--- config.mk ---
export PLATFORM = sky130hd
export DESIGN_NAME = pc_counter
export DESIGN_NICKNAME = d
export VERILOG_FILES = /design/src/rtl/pc_counter_pkg.sv /design/src/rtl/counter_161.sv /design/src/rtl/pc_counter.sv
export SDC_FILE = /design/constraint.sdc
export NUM_CORES = 1
export LEC_CHECK = 0
export ABC_AREA = 1
export BUFFER_PORTS_ARGS = -buffer_cell sky130_fd_sc_hd__buf_2
export CAP_MARGIN = 0
export CORE_AREA = 2 2 45 47
export DETAILED_ROUTE_END_ITERATION = 6
export DIE_AREA = 0 0 47 49
export PLACE_DENSITY = 0.66
export SKIP_LAST_GASP = 1
export SYNTH_ARGS = -nofsm -noshare
export SYNTH_HDL_FRONTEND = slang
export SYNTH_SLANG_ARGS = --single-unit
export TNS_END_PERCENT = 30
--- constraint.sdc ---
create_clock -name clk -period 1.29 [get_ports clk]
set_clock_uncertainty 0.05 [all_clocks]
set_input_delay 0.258 -clock clk [delete_from_list [all_inputs] [get_ports clk]]
set_output_delay 0.258 -clock clk [all_outputs]
set_load 0.02 [all_outputs]
--- src/rtl/pc_counter_pkg.sv ---
// Shared constants and helpers for the program-counter stage built from
// 74xx161-style 4-bit slices.
package pc_counter_pkg;

    localparam int PC_SLICE_BITS = 4;
    localparam logic [63:0] PC_DEFAULT_RESET_VALUE = 64'h0;

    // A zero-width request still yields one slice so declarations stay legal
    // while the top-level width check reports the real error.
    function automatic int pcSliceCount(input int width);
        int n;
        n = width / PC_SLICE_BITS;
        if (n < 1) begin
            n = 1;
        end
        return n;
    endfunction

endpackage

--- src/rtl/counter_161.sv ---
// 74xx161-style synchronous 4-bit counter slice: async clear (active low),
// synchronous parallel load (active low), CEP/CET count enables, ripple TC.
import pc_counter_pkg::*;

module counter_161 #(
    parameter logic [PC_SLICE_BITS-1:0] RESET_NIBBLE = '0
) (
    input  logic                     i_clk,
    input  logic                     i_mrn,
    input  logic                     i_cep,
    input  logic                     i_cet,
    input  logic                     i_pen,
    input  logic [PC_SLICE_BITS-1:0] i_d,
    output logic [PC_SLICE_BITS-1:0] o_q,
    output logic                     o_tc
);

    logic [PC_SLICE_BITS-1:0] r_q;

    // Load outranks counting; both enables are needed to advance.
    always_ff @(posedge i_clk or negedge i_mrn) begin
        if (!i_mrn) begin
            r_q <= RESET_NIBBLE;
        end else if (!i_pen) begin
            r_q <= i_d;
        end else if (i_cep && i_cet) begin
            r_q <= r_q + 1'b1;
        end
    end

    assign o_q  = r_q;
    assign o_tc = (&r_q) & i_cet;

endmodule

--- src/rtl/pc_counter.sv ---
// Program counter built from cascaded counter_161 slices, with a registered
// bus output enable and a sticky wrap-around diagnostic flag.
import pc_counter_pkg::*;

module pc_counter #(
    parameter int               WIDTH       = 8,
    parameter logic [WIDTH-1:0] RESET_VALUE = WIDTH'(PC_DEFAULT_RESET_VALUE)
) (
    input  logic             clk,
    input  logic             rst,
    input  logic             inc,
    input  logic             load,
    input  logic             oe,
    input  logic [WIDTH-1:0] bus_in,
    output logic [WIDTH-1:0] q,
    output logic [WIDTH-1:0] bus_out,
    output logic             bus_oe,
    output logic             tc,
    output logic             wrapped
);

    localparam int NSLICES = pcSliceCount(WIDTH);

    if ((WIDTH == 0) || ((WIDTH % PC_SLICE_BITS) != 0)) begin : g_badWidth
        $fatal(1, "pc_counter: WIDTH must be a non-zero multiple of 4");
    end

    logic [NSLICES-1:0]     w_sliceTc;
    logic [NSLICES-1:0]     w_sliceCet;
    logic [NSLICES*4-1:0]   w_q;
    logic                   w_mrn;
    logic                   w_wrapNext;
    logic                   r_busOe;
    logic                   r_wrapped;

    assign w_mrn = ~rst;

    // Ripple cascade: each slice only counts once every lower slice is at 0xF.
    for (genvar g = 0; g < NSLICES; g++) begin : g_slice
        if (g == 0) begin : g_first
            assign w_sliceCet[g] = 1'b1;
        end else begin : g_rest
            assign w_sliceCet[g] = w_sliceTc[g-1];
        end

        counter_161 #(
            .RESET_NIBBLE(RESET_VALUE[g*PC_SLICE_BITS +: PC_SLICE_BITS])
        ) u_slice (
            .i_clk (clk),
            .i_mrn (w_mrn),
            .i_cep (inc),
            .i_cet (w_sliceCet[g]),
            .i_pen (~load),
            .i_d   (bus_in[g*PC_SLICE_BITS +: PC_SLICE_BITS]),
            .o_q   (w_q[g*PC_SLICE_BITS +: PC_SLICE_BITS]),
            .o_tc  (w_sliceTc[g])
        );
    end

    assign q          = w_q[WIDTH-1:0];
    assign w_wrapNext = w_sliceTc[NSLICES-1] & inc & ~load;
    assign tc         = w_wrapNext & ~rst;

    always_ff @(posedge clk or posedge rst) begin
        if (rst) begin
            r_busOe   <= 1'b0;
            r_wrapped <= 1'b0;
        end else begin
            r_busOe <= oe;
            if (load) begin
                r_wrapped <= 1'b0;
            end else if (w_wrapNext) begin
                r_wrapped <= 1'b1;
            end
        end
    end

    assign bus_oe  = r_busOe;
    assign wrapped = r_wrapped;
    assign bus_out = r_busOe ? q : '0;

endmodule

==> results.toml <==
[cells_and_area]
drive_gt1_share_pct = 52.08
layout_common_cells = "nand2_1, buf_2, buf_4"
layout.nets = 160
layout_commonest_cell = "nand2_1"
fillCellCount = 167
n_antenna_cell = 0
stdcell_area_um2 = 1114
stdcell_count = 171
syn2layout_area_growth_pct = 76.59

[pwr]
ir_drop_uv = 544.6
total_power_mw = 1.151
p_leak_nw = 0.6434
powerDensity_nw_per_um2 = 1033

[setup_path]
worstSetupPathType = "reg2out"
worstPathArrival_ns = 1.35
worstSetupStartpointType = "register"
critPathMaxFanout = 3
crit-reg2reg-launch = "g_slice[0].u_slice.o_q[3]"
reg2reg_depth = 5
crit_path_end_kind = "primary output"
rrSetupSlack_ns = 0.10
critPathRequiredTime_ns = 0.98
regToRegEndpoint = "g_slice[0].u_slice.o_q[3]"

[hold_path]
hold_end = "bus_oe"
min_path_cells = 1
hp-start = "oe"
hold_path.class = "in2reg"

[synthesis]
avgSynthCellArea_um2 = 7.166
synth_top_family_by_area = "simple AND/OR/NAND/NOR gates"
syn-num-nets = 103
yosys.cell_types.count = 18
synthXorXnorAreaFrac_pct = 2.778
yosysWarnings = 0
netlist_area_um2 = 630.6
synth_fa_ha_area_share_pct = 3.968
seq_area_frac_synth_pct = 39.68
ys_ff_latch = 10
muxShareOfSynthArea_pct = 0
synth-compound-area-share_pct = 4.762
synth-simple-area-share_pct = 38.49
syn_inst = 88

[clock_tree]
cts_max_level = 1
path_clk_slew_ns = 0.08
clock-sinks = 10
clock-root-buffer = "clkbuf_4"
clockBufferDepth = 2
clkLatencyLatePin_ns = 0.27
cts_tree = "yes"
cts_made_buffers = 3

[sta]
fin_crit_ns = 1.661
report.final.slew_viol_count = 0
grt_setup_unrepaired = "yes"
worst_slack_ns = -0.3709
period_share_pct = 128.8
maxSlewHeadroom_pct = 72.68
fmax_mhz = 602.1
hold_slack_ns = 0.05270
finalSetupViolCount = 11
worst_slew_pin_slew_ns = 0.4094
hold_viol_final = 0

[grt]
grt_use_total_pct = 16.99
grt_pass1_wl_mm = 2.829
grt_pass1_vias = 695
grt_max_degree = 11
grt_overflow = 0
grt_antenna_before_repair = 0

[run_status]
violations = "negative setup slack"
outcome = "complete, but fails checks"

[placed_design]
placed_area_um2 = 914.6
dp.cells = 157
gp_congestion = 0.8099
hpwl_mm = 1.349
portBuffers = 31

[route]
drt_first_iter_violations = 7
num_vias = 779
routed_wirelength_mm = 1.949
viasPerCell = 4.556
first_pass_iters = 4
wl_per_cell_um = 11.40
drcViolationCount = 0
postRouteAntennaNets = 0

[die]
rows = 16
dieArea_um2 = 2303
num_io_pins = 32
core_um2 = 1842
die_x_um = 47
start_util_pct = 34.24
die_y_um = 49

[job]
drv_cap = 0
-- kinds of logic (layout without fill, tap and decap cells) --
group,Yosys count,in the layout
AND/OR/NAND/NOR,54,54
buffers and inverters,15,71
flip-flops,10,10
AO/OA/AOI/OAI,5,5
adder cells (fa/ha/maj),2,2
XOR/XNOR,2,2
-- flip-flops by register name, indices dropped and copies added (netlist names) --
register / cells
wrapped: 1
bus_oe: 1
g_slice.u_slice.o_q: 8
-- where the power goes --
part           internal, mW  switching (mW)  total (mW)
Combinational         0.234           0.250       0.484
Clock                 0.171           0.118       0.290
Sequential            0.350          0.0275       0.377
-- synthesized netlist by cell type --
master / count / area (um^2)
buf_6: 1 / 11.26
nand2_1: 34 / 127.6
a21oi_1: 1 / 5.000
nor2_1: 3 / 11.26
dfrtp_1: 10 / 250.2
inv_1: 12 / 45.04
nand2_2: 2 / 12.51
a22oi_1: 1 / 7.510
nand3_1: 10 / 50.05
nor2_2: 1 / 6.260
o211ai_1: 1 / 7.510
ha_1: 2 / 25.02
buf_2: 1 / 5.000
clkbuf_1: 1 / 3.750
nand4_1: 3 / 18.77
o21ai_0: 2 / 10.01
nor3_4: 1 / 16.27
xor2_1: 2 / 17.52
-- metal layers --
| metal | share of wire [%] | up-vias | global-route usage (%) |
|---|---|---|---|
| met5 | 0 | - | 0 |
| met4 | 0.62 | 0 | 8.333 |
| met3 | 3.9 | 2 | 4.074 |
| met2 | 55 | 20 | 29.22 |
| met1 | 40 | 367 | 18.37 |
| li1 | - | 390 | - |
-- how the worst max path moves through the flow --
stage | startpoint | end | cells past startpoint
finish | g_slice[0].u_slice.o_q[1] | tc | 6
global route | g_slice[0].u_slice.o_q[0] | tc | 6
CTS | g_slice[0].u_slice.o_q[1] | tc | 6
detailed placement | g_slice[0].u_slice.o_q[0] | tc | 6
global placement | g_slice[0].u_slice.o_q[0] | tc | 6
floorplan | g_slice[0].u_slice.o_q[0] | tc | 5
-- critical path: stages, from the launching register on --
cell and delay, ns:
dfrtp_2 0.39, ha_4 0.15, nand2_2 0.07, nor3_4 0.17
nand2_2 0.11, nor2_4 0.09, buf_6 0.12
-- layout make-up --
type | instances | area [um^2] | area share, %
multi-input cells | 63 | 347.8 | 31.24
inverters | 12 | 45.04 | 4.045
repair buffers | 55 | 394.1 | 35.39
clock buffers | 4 | 36.28 | 3.258
well taps | 27 | 33.78 | 3.034
flip-flops and latches | 10 | 256.5 | 23.03
-- what timing repair did --
item                                   4_1_cts  5_1_grt
pin swaps                                    3        1
endpoints found under the hold margin       10        0
gates resized for setup                     13       16
setup endpoints to repair                   15       17
hold buffers                                 1        0
buffers inserted                             2        9
-- per-stage QoR --
stage	util [%]	TNS, ns	setup WS [ns]
2_1_floorplan	-	-0.1334	-0.1334
3_3_place_gp	49.66	-0.09997	-0.09997
3_5_place_dp	49.66	-0.1495	-0.1495
4_1_cts	55.10	-1.473	-0.4178
5_1_grt	60.46	-2.122	-0.4608
6_report	60.46	-1.556	-0.3709
No activity file was read; power rests on OpenSTA's default activity.
